===== src/rtl/axis_zero_filler_pkg.sv =====
// Shared types and constants for the AXI-Stream zero filler.
// Optional hold-last filler mode is selected by AXIS_ZERO_FILLER_HOLD_EN.
package axis_zero_filler_pkg;

    typedef enum logic {
        ST_FILL = 1'b0,
        ST_PASS = 1'b1
    } state_t;

    localparam logic FILL_MODE_ZERO = 1'b0;
    localparam logic FILL_MODE_HOLD = 1'b1;

    localparam logic TUSER_FILLER = 1'b1;
    localparam logic TUSER_DATA   = 1'b0;

    // A prime level of zero behaves as one so FILL can always be left.
    function automatic logic prime_met(input logic [31:0] level, input logic [31:0] prime);
        logic [31:0] eff;
        eff = (prime == 32'd0) ? 32'd1 : prime;
        return (level >= eff);
    endfunction

endpackage


===== src/rtl/axis_zero_filler_fifo.sv =====
// Circular word buffer with occupancy count; head word is visible the cycle after it is written.
module axis_zero_filler_fifo
    import axis_zero_filler_pkg::*;
#(
    parameter int DATA_W = 32,
    parameter int ADDR_W = 4
) (
    input  logic              i_clk,
    input  logic              i_rst,
    input  logic              i_wr_en,
    input  logic [DATA_W-1:0] i_wr_data,
    input  logic              i_rd_en,
    output logic [DATA_W-1:0] o_rd_data,
    output logic [ADDR_W:0]   o_level,
    output logic              o_full,
    output logic              o_empty
);

    localparam int DEPTH = 1 << ADDR_W;
    localparam logic [ADDR_W-1:0] PTR_ONE  = ADDR_W'(1);
    localparam logic [ADDR_W:0]   LVL_ONE  = (ADDR_W + 1)'(1);
    localparam logic [ADDR_W:0]   LVL_FULL = {1'b1, {ADDR_W{1'b0}}};

    logic [DATA_W-1:0] r_mem [DEPTH];
    logic [ADDR_W-1:0] r_wr_ptr;
    logic [ADDR_W-1:0] r_rd_ptr;
    logic [ADDR_W:0]   r_level;
    logic              w_wr;
    logic              w_rd;

    assign w_wr = i_wr_en && (r_level != LVL_FULL);
    assign w_rd = i_rd_en && (r_level != '0);

    // Storage array; contents are don't-care while empty so it carries no reset.
    always_ff @(posedge i_clk) begin
        if (w_wr) begin
            r_mem[r_wr_ptr] <= i_wr_data;
        end
    end

    // Pointers wrap naturally at the power-of-two depth.
    always_ff @(posedge i_clk or posedge i_rst) begin
        if (i_rst) begin
            r_wr_ptr <= '0;
            r_rd_ptr <= '0;
            r_level  <= '0;
        end else begin
            if (w_wr) begin
                r_wr_ptr <= r_wr_ptr + PTR_ONE;
            end
            if (w_rd) begin
                r_rd_ptr <= r_rd_ptr + PTR_ONE;
            end
            case ({w_wr, w_rd})
                2'b10:   r_level <= r_level + LVL_ONE;
                2'b01:   r_level <= r_level - LVL_ONE;
                default: r_level <= r_level;
            endcase
        end
    end

    assign o_rd_data = r_mem[r_rd_ptr];
    assign o_level   = r_level;
    assign o_full    = (r_level == LVL_FULL);
    assign o_empty   = (r_level == '0);

endmodule


===== src/rtl/axis_zero_filler.sv =====
// Always-valid AXI-Stream source: buffers input words and emits filler (tuser=1) while priming or starved.
// Define AXIS_ZERO_FILLER_HOLD_EN to add cfg_hold, which repeats the last passed word as filler.
module axis_zero_filler
    import axis_zero_filler_pkg::*;
#(
    parameter int AXIS_TDATA_WIDTH = 32,
    parameter int FIFO_DEPTH_LOG2  = 4,
    parameter int CNTR_WIDTH       = 32
) (
    input  logic                        aclk,
    input  logic                        areset,
    input  logic [FIFO_DEPTH_LOG2:0]    cfg_prime,
`ifdef AXIS_ZERO_FILLER_HOLD_EN
    input  logic                        cfg_hold,
`endif
    output logic [FIFO_DEPTH_LOG2:0]    sts_level,
    output logic [CNTR_WIDTH-1:0]       sts_underruns,
    output logic                        s_axis_tready,
    input  logic [AXIS_TDATA_WIDTH-1:0] s_axis_tdata,
    input  logic                        s_axis_tvalid,
    input  logic                        m_axis_tready,
    output logic [AXIS_TDATA_WIDTH-1:0] m_axis_tdata,
    output logic                        m_axis_tvalid,
    output logic                        m_axis_tuser
);

    localparam logic [CNTR_WIDTH-1:0] CNT_ONE = CNTR_WIDTH'(1);
    localparam logic [CNTR_WIDTH-1:0] CNT_MAX = '1;

    state_t                      r_state;
    logic [CNTR_WIDTH-1:0]       r_underruns;
    logic [AXIS_TDATA_WIDTH-1:0] w_head;
    logic [FIFO_DEPTH_LOG2:0]    w_level;
    logic                        w_full;
    logic                        w_empty;
    logic                        w_push;
    logic                        w_pop;
    logic                        w_prime_met;
    logic [AXIS_TDATA_WIDTH-1:0] w_filler;
    logic [AXIS_TDATA_WIDTH-1:0] w_out_data;
    logic                        w_out_user;

    assign s_axis_tready = ~areset & ~w_full;
    assign w_push        = s_axis_tvalid & s_axis_tready;
    assign w_pop         = (r_state == ST_PASS) & ~w_empty & m_axis_tready;
    assign w_prime_met   = prime_met(32'(w_level), 32'(cfg_prime));

    axis_zero_filler_fifo #(
        .DATA_W (AXIS_TDATA_WIDTH),
        .ADDR_W (FIFO_DEPTH_LOG2)
    ) u_fifo (
        .i_clk     (aclk),
        .i_rst     (areset),
        .i_wr_en   (w_push),
        .i_wr_data (s_axis_tdata),
        .i_rd_en   (w_pop),
        .o_rd_data (w_head),
        .o_level   (w_level),
        .o_full    (w_full),
        .o_empty   (w_empty)
    );

    // Mode FSM and saturating underrun counter; cfg_prime is only sampled in FILL.
    always_ff @(posedge aclk or posedge areset) begin
        if (areset) begin
            r_state     <= ST_FILL;
            r_underruns <= '0;
        end else begin
            case (r_state)
                ST_FILL: begin
                    if (w_prime_met) begin
                        r_state <= ST_PASS;
                    end
                end
                ST_PASS: begin
                    if (w_empty && m_axis_tready) begin
                        r_state <= ST_FILL;
                        if (r_underruns != CNT_MAX) begin
                            r_underruns <= r_underruns + CNT_ONE;
                        end
                    end
                end
                default: r_state <= ST_FILL;
            endcase
        end
    end

`ifdef AXIS_ZERO_FILLER_HOLD_EN
    logic [AXIS_TDATA_WIDTH-1:0] r_last;
    logic                        w_fill_mode;

    // Remembers the most recent word handed downstream in PASS.
    always_ff @(posedge aclk or posedge areset) begin
        if (areset) begin
            r_last <= '0;
        end else if (w_pop) begin
            r_last <= w_head;
        end
    end

    assign w_fill_mode = cfg_hold ? FILL_MODE_HOLD : FILL_MODE_ZERO;
    assign w_filler    = (w_fill_mode == FILL_MODE_HOLD) ? r_last : '0;
`else
    assign w_filler    = '0;
`endif

    // Head word only when passing with data available; everything else is filler.
    always_comb begin
        w_out_data = w_filler;
        w_out_user = TUSER_FILLER;
        if ((r_state == ST_PASS) && !w_empty) begin
            w_out_data = w_head;
            w_out_user = TUSER_DATA;
        end else begin
            w_out_data = w_filler;
            w_out_user = TUSER_FILLER;
        end
    end

    assign m_axis_tdata  = w_out_data;
    assign m_axis_tuser  = w_out_user;
    assign m_axis_tvalid = ~areset;
    assign sts_level     = w_level;
    assign sts_underruns = r_underruns;

endmodule

===== config.mk =====
export PLATFORM = sky130hd
export DESIGN_NAME = axis_zero_filler
export DESIGN_NICKNAME = d
export VERILOG_FILES = /design/src/rtl/axis_zero_filler_pkg.sv /design/src/rtl/axis_zero_filler_fifo.sv /design/src/rtl/axis_zero_filler.sv
export SDC_FILE = /design/constraint.sdc
export NUM_CORES = 1
export LEC_CHECK = 0
export ABC_AREA = 1
export BUFFER_PORTS_ARGS = -buffer_cell sky130_fd_sc_hd__buf_2
export CAP_MARGIN = 20
export CORE_UTILIZATION = 60
export DETAILED_ROUTE_END_ITERATION = 7
export GPL_TIMING_DRIVEN = 1
export PLACE_DENSITY = 0.78
export SLEW_MARGIN = 40
export SYNTH_ARGS = -nofsm -noshare
export SYNTH_HDL_FRONTEND = slang
export SYNTH_SLANG_ARGS = --single-unit

===== constraint.sdc =====
create_clock -name aclk -period 4 [get_ports aclk]
set_clock_uncertainty 0.15 [all_clocks]
set_input_delay 0.2 -clock aclk [delete_from_list [all_inputs] [get_ports aclk]]
set_output_delay 0.2 -clock aclk [all_outputs]
set_load 0.01 [all_outputs]

==> impl_metrics.csv, run 1 <==
group,metric,value,unit
drt,drt.antenna.violating_nets,0,
setup_path,critical-path-slowest-cell,"dfrtp_4",
clock_network,cts_root_buf,"clkbuf_16",
synth,yosysUniqueCellTypes,33,
clock_network,cts_buffer_depth,3,
drt,first_pass_iteration_count_of_the_detailed_router,6,
global_routing,grt_antenna_before_repair,2,
final_layout,finalNonFillerCells,2867,
drt,dr_total_vias,16455,
sta,final_max_slew_viol_count,0,
final_layout,commonest_cells_after_routing_fill_and_taps_aside,"nand2_1 (682), edfxtp_1 (512), nand3_1 (251), nor2_1 (230), buf_2 (112)",
flow_run,max_cap_viol_count,0,
synth,netlist_area,23600,sq um
global_routing,grt_pass1_wl,87.3,mm
setup_path,critical_path.cell_chain,"inv_6 -> buf_4 -> nand2_1 -> nand3_1 -> nand2_1 -> nor2_1 -> nand2_1 -> a21oi_1 -> buf_2",
hold_path,hold_class,"input port to flip-flop",
sta,totalNegativeSetupSlack,0,ns
global_routing,globalRouteTotalUtil,0.283,
die,die_area,40200,sq um
clock_network,tritoncts,"yes",
sta,final_hold_viol_count,0,
placement,placed_cells,2731,
synth,post_synthesis_cell_count,2170,
setup_path,timing.critical_path.mode_cell,"nand2_1",
global_routing,grt.overflow.total,0,
sta,finalCriticalPeriod,3.27,ns
pwr,power.static_leakage,10.5,nW
clock_network,number_of_clock_sinks,558,
setup_path,setup.reg_to_reg.worst_slack,1.23,ns
placement,place_congestion,0.842,
setup_path,endpoint_kind,"output port",
pwr,ir_worst_vdd,0.581,mV
die,core,38700,sq um
setup_path,slowest_delay,0.61,ns
drt,initialDrtViolationCount,1858,
final_layout,total_number_of_nets_in_the_final_design,2362,
sta,finalCritPeriodShare,0.818,
drt,avgRoutedWirePerCell,19.6,um
synth,synth-warning-count,0,
sta,timing.slew.headroom,0.429,
final_layout,layout_commonest_cell,"nand2_1",
drt,drc,0,
die,die_height,201,um
drt,detail_route.wirelength,56.2,mm
clock_network,h-tree-depth,2,
die,pin_count,113,
synth,avgSynthCellArea,10.9,sq um
setup_path,worst_ep_arrival_time,2.92,ns
die,starting_density,0.610,
synth,synth_seq_area_share,0.699,
sta,tightest_hold_margin,0.0731,ns
drt,detail_route.vias_per_cell,5.74,
setup_path,timing_worst_setup_path_type,"flip-flop to output port",
placement,hpwlAfterDp,30.5,mm
synth,ys_ff_latch,558,
sta,setup_viol,0,
clock_network,numCtsBuffers,55,
die,row_count,72,
global_routing,vias_in_the_first_global_route,16090,
clock_network,post-cts-setup-buffer-count,0,
global_routing,grt_start_max_net_pins,129,
setup_path,startpoint_type_of_the_worst_setup_path,"flip-flop",
sta,grt_setup_unrepaired,"no",
final_layout,final_layout_size_suffix_gt1_frac,0.113,
sta,post-route-worst-setup-slack,0.726,ns
placement,place_ws,1.31,ns
final_layout,area_growth,14.8,%
setup_path,worstPathMaxFanout,60,
final_layout,fillCellCount,2672,
die,dieWidth,201,um
status,status,"completed",
clock_network,clk_pin_slew_worst_paths,0.06,ns
clock_network,worstSkewPairLatency,0.59,ns
setup_path,cp_data_required_time,3.65,ns
sta,max_freq,305,MHz
placement,number_of_i_o_port_buffers,112,
pwr,power.density,677,nW/um^2
synth,mappedNetlistNets,2226,
sta,worst_pin_slew,0.856,ns
==> layer usage <==
| layer | share of wire | GRT usage |
|---|---|---|
| met4 | 0.032 | 0.106 |
| met2 | 0.49 | 0.472 |
| met1 | 0.39 | 0.375 |
| met5 | 0 | 0 |
| met3 | 0.086 | 0.0471 |
==> what timing repair did <==
action | in CTS | in global routing
endpoints found under the hold margin | 562 | 0
gates resized for setup | 0 | 0
setup endpoints to repair | 0 | 0
hold buffers | 35 | 0
==> path summary, 6_finish.rpt <==
kind / from / cells past startpoint / to
min: cfg_prime[4] / 6 / r_state$_DFF_PP0_
max: u_fifo.r_rd_ptr[0]$_DFFE_PP0P_ / 9 / m_axis_tdata[26]
min in group asynchronous: areset / 4 / u_fifo.o_level[2]$_DFFE_PP0P_
max in group asynchronous: areset / 4 / u_fifo.r_rd_ptr[0]$_DFFE_PP0P_
min reg2reg: sts_underruns[17]$_DFFE_PP0P_ / 2 / sts_underruns[17]$_DFFE_PP0P_
max reg2reg: u_fifo.o_level[1]$_DFFE_PP0P_ / 7 / u_fifo.r_mem[9][13]$_DFFE_PP_
==> stage by stage <==
stage	total power, mW	instance area (sq um)	util
finish	18.4	27100	0.701
global route	19.3	27100	0.701
CTS	18.4	27100	0.700
detailed placement	13.2	25000	0.645
global placement	13.0	25000	0.645
floorplan	11.1	23600	-
==> Yosys cell counts (all sizes together) <==
master	number	area, sq um
nand3b	1	7.51
nor2	255	1020
ha	15	188
nand4	9	56.3
and2	1	6.26
nand3	251	1260
o21bai	2	15.0
inv	116	438
a41o	1	10.0
a21oi	36	180
o211ai	32	240
nand2	687	2610
o21ai	77	385
clkbuf	37	139
dfrtp	46	1150
buf	67	352
nor3	1	5.00
xnor2	8	70.1
edfxtp	512	15400
a21o	1	7.51
xor2	14	123
a211o	1	8.76
==> sequential cells by signal, indices dropped and copies added, names as in the netlist <==
register and count:
sts_underruns 32, u_fifo.r_wr_ptr 4, u_fifo.r_rd_ptr 4, u_fifo.o_level 5
u_fifo.r_mem 512, r_state 1
==> critical path, delay by kind of cell (launching register included) <==
| family | cells | cell delay (ns) |
|---|---|---|
| buffers and inverters | 3 | 1.01 |
| AND/OR/NAND/NOR | 5 | 0.48 |
| AO/OA/AOI/OAI | 1 | 0.17 |
| flip-flops | 1 | 0.61 |
==> cell type report <==
cell class	count	area, sq um	area share
Multi-Input combinational cell	1392	6320	0.233
Inverter	116	445	0.0164
Tap cell	518	648	0.0239
Timing Repair Buffer	183	1410	0.0519
Antenna cell	2	5.00	0.000184
Clock inverter	35	379	0.0140
Sequential cell	558	16500	0.609
Clock buffer	63	1410	0.0518
==> kinds of logic after synthesis <==
logic type | count (synthesis) | synth area share
flip-flops | 558 | 0.699
XOR/XNOR | 22 | 0.00815
buffers and inverters | 220 | 0.0393
AND/OR/NAND/NOR | 1205 | 0.210
adder cells (fa/ha/maj) | 15 | 0.00794
AO/OA/AOI/OAI | 150 | 0.0358
==> power by group <==
group | leakage [nW] | total [mW] | switching, mW | internal [mW]
sequential | 5.22 | 6.98 | 0.247 | 6.73
combinational | 4.36 | 6.26 | 4.34 | 1.93
clock | 0.868 | 5.14 | 2.12 | 3.02
Note: power is estimated with default switching activity, not from simulation.
==> run 2: changes to the inputs <==
--- a/config.mk
+++ b/config.mk
@@ -8,10 +8,10 @@
 export ABC_AREA = 1
 export BUFFER_PORTS_ARGS = -buffer_cell sky130_fd_sc_hd__buf_2
 export CAP_MARGIN = 20
-export CORE_UTILIZATION = 60
+export CORE_UTILIZATION = 55
 export DETAILED_ROUTE_END_ITERATION = 7
 export GPL_TIMING_DRIVEN = 1
-export PLACE_DENSITY = 0.78
+export PLACE_DENSITY = 0.75
 export SLEW_MARGIN = 40
 export SYNTH_ARGS = -nofsm -noshare
 export SYNTH_HDL_FRONTEND = slang
==> constraint.sdc (replaced) <==
create_clock -name aclk -period 2.6 [get_ports aclk]
set_clock_uncertainty 0.15 [all_clocks]
set_input_delay 0.13 -clock aclk [delete_from_list [all_inputs] [get_ports aclk]]
set_output_delay 0.13 -clock aclk [all_outputs]
set_load 0.01 [all_outputs]
==> impl_metrics.csv, run 2 (synthesis gave the netlist of run 1 again) <==
group,metric,value,unit
pwr,power.density,1100,nW/um^2
die,pin_count,113,
sta,final_hold_viol_count,0,
setup_path,startpoint_type_of_the_worst_setup_path,"flip-flop",
pwr,p_int,19.7,mW
sta,tightest_hold_margin,0.186,ns
placement,place_congestion,0.876,
pwr,p_sw_frac,0.374,
sta,grt_setup_unrepaired,"yes",
global_routing,grt_pass1_wl,93.9,mm
global_routing,globalRouteTotalUtil,0.283,
status,failing_checks,"setup timing",
final_layout,area_growth,21.3,%
final_layout,utilization,0.681,
final_layout,layout_commonest_cell,"nand2_1",
pwr,p_clk_frac,0.248,
drt,dr_total_vias,17467,
setup_path,worstPathMaxFanout,8,
drt,avgRoutedWirePerCell,21.8,um
sta,max_freq,376,MHz
die,die_area,43800,sq um
clock_network,h-tree-depth,2,
drt,detail_route.vias_per_cell,5.90,
final_layout,max_reg_flops,512,
die,dieWidth,209,um
final_layout,total_number_of_nets_in_the_final_design,2436,
clock_network,tritoncts,"yes",
setup_path,cp_data_required_time,2.32,ns
placement,hpwlAfterDp,32.3,mm
sta,totalNegativeSetupSlack,-0.450,ns
sta,final_max_slew_viol_count,0,
setup_path,timing_worst_setup_path_type,"flip-flop to output port",
setup_path,endpoint_kind,"output port",
final_layout,commonest_cells_after_routing_fill_and_taps_aside,"nand2_1 (665), edfxtp_1 (512), nand3_1 (232), nor2_1 (222), buf_2 (112)",
pwr,ir_worst_vdd,0.756,mV
clock_network,number_of_clock_sinks,558,
pwr,seq_power_share,0.339,
global_routing,grt_start_max_net_pins,66,
pwr,total_switching_power,11.8,mW
sta,finalCritPeriodShare,1.02,
final_layout,largest_register,"u_fifo.r_mem",
status,status,"finished, violations left",
sta,post-route-worst-setup-slack,-0.0566,ns
flow_run,max_cap_viol_count,0,
die,row_count,75,
sta,setup_viol,18,
clock_network,cts_buffer_depth,3,
clock_network,cts_root_buf,"clkbuf_16",
global_routing,grt.overflow.total,0,
placement,number_of_i_o_port_buffers,112,
die,die_height,209,um
pwr,share_comb_of_total_power,0.413,
sta,timing.slew.headroom,0.510,
final_layout,final_layout_size_suffix_gt1_frac,0.167,
sta,worst_pin_slew,0.735,ns
placement,place_ws,0.115,ns
sta,finalCriticalPeriod,2.66,ns
clock_network,clk_pin_slew_worst_paths,0.07,ns
global_routing,vias_in_the_first_global_route,16494,
setup_path,worst_ep_arrival_time,2.38,ns
drt,initialDrtViolationCount,1711,
drt,drc,0,
drt,drt.antenna.violating_nets,0,
die,core,42100,sq um
global_routing,grt_antenna_before_repair,0,
drt,detail_route.wirelength,64.6,mm
final_layout,antenna_cells_inserted,0,
drt,first_pass_iteration_count_of_the_detailed_router,7,
hold_path,hold_class,"input port to asynchronous set/reset pin",
pwr,power.static_leakage,11.2,nW
clock_network,numCtsBuffers,55,
die,starting_density,0.561,
clock_network,worstSkewPairLatency,0.60,ns
-- run 2: timing repair --
action                     4_1_cts  5_1_grt
cloned                          14       12
hold buffers                    36        0
hold endpoints to repair       565        0
setup endpoints to repair       32      165
gates resized for setup         55       65
buffers inserted                13        7
pin swaps                       12       26
-- run 2: cell type report --
type	count	area [sq um]
multi-input cells	1392	6560
clock inverters	36	344
repair buffers	256	2690
flip-flops and latches	558	16500
clock buffers	62	1400
inverters	116	457
fillers	2856	13500
well taps	539	674
repair inverters	1	16.3
-- run 2: power groups by stage --
stage / clock [mW] / sequential (mW) / combinational [mW]
after floorplan: 0 / 10.8 / 6.35
after global placement: 0 / 10.8 / 9.75
after detailed placement: 0 / 10.9 / 9.91
after CTS: 7.87 / 10.6 / 11.8
after global routing: 8.23 / 10.7 / 13.9
final: 7.81 / 10.7 / 13.0
-- run 2: path summary, 6_finish.rpt --
path | startpoint | end | slack, ns | depth (start not counted)
setup / recovery | u_fifo.r_rd_ptr[0]$_DFFE_PP0P_ | m_axis_tdata[5] | -0.06 | 10
min in group aclk | s_axis_tdata[18] | u_fifo.r_mem[13][18]$_DFFE_PP_ | 0.31 | 2
hold reg to reg | sts_underruns[17]$_DFFE_PP0P_ | sts_underruns[17]$_DFFE_PP0P_ | 0.41 | 2
max in group asynchronous | areset | u_fifo.r_rd_ptr[0]$_DFFE_PP0P_ | 1.62 | 4
hold / removal | areset | u_fifo.r_rd_ptr[0]$_DFFE_PP0P_ | 0.19 | 4
setup reg to reg | u_fifo.o_level[0]$_DFFE_PP0P_ | u_fifo.r_mem[3][1]$_DFFE_PP_ | 0.11 | 8
-- run 2: stage by stage --
stage               power (mW)  cells  instance area (sq um)
CTS                       30.3   2942                  28100
global placement          20.6   2781                  25300
detailed placement        20.8   2781                  25300
global route              32.8   2960                  28700
floorplan                 17.1   2170                  23700
finish                    31.5   2960                  28700
-- run 2: worst max-delay path, stage by stage, from the launching register on --
cell and delay, ns:
dfrtp_4 0.57, inv_12 0.16, buf_12 0.13, clkbuf_16 0.17
nand2_4 0.05, nand3_2 0.07, nand2_1 0.07, nor2_1 0.12
nand2_1 0.08, a21oi_2 0.19, buf_2 0.16
-- run 2: metal layers --
metal  track usage  wire length [um]  up-vias  share of wire
met5             0                 0        -              0
met4         0.105              2070        0          0.032
met3        0.0480              6840      146           0.11
met2         0.458             31300     1058           0.48
met1         0.387             24400     8465           0.38
li1              -                 -     7798              -
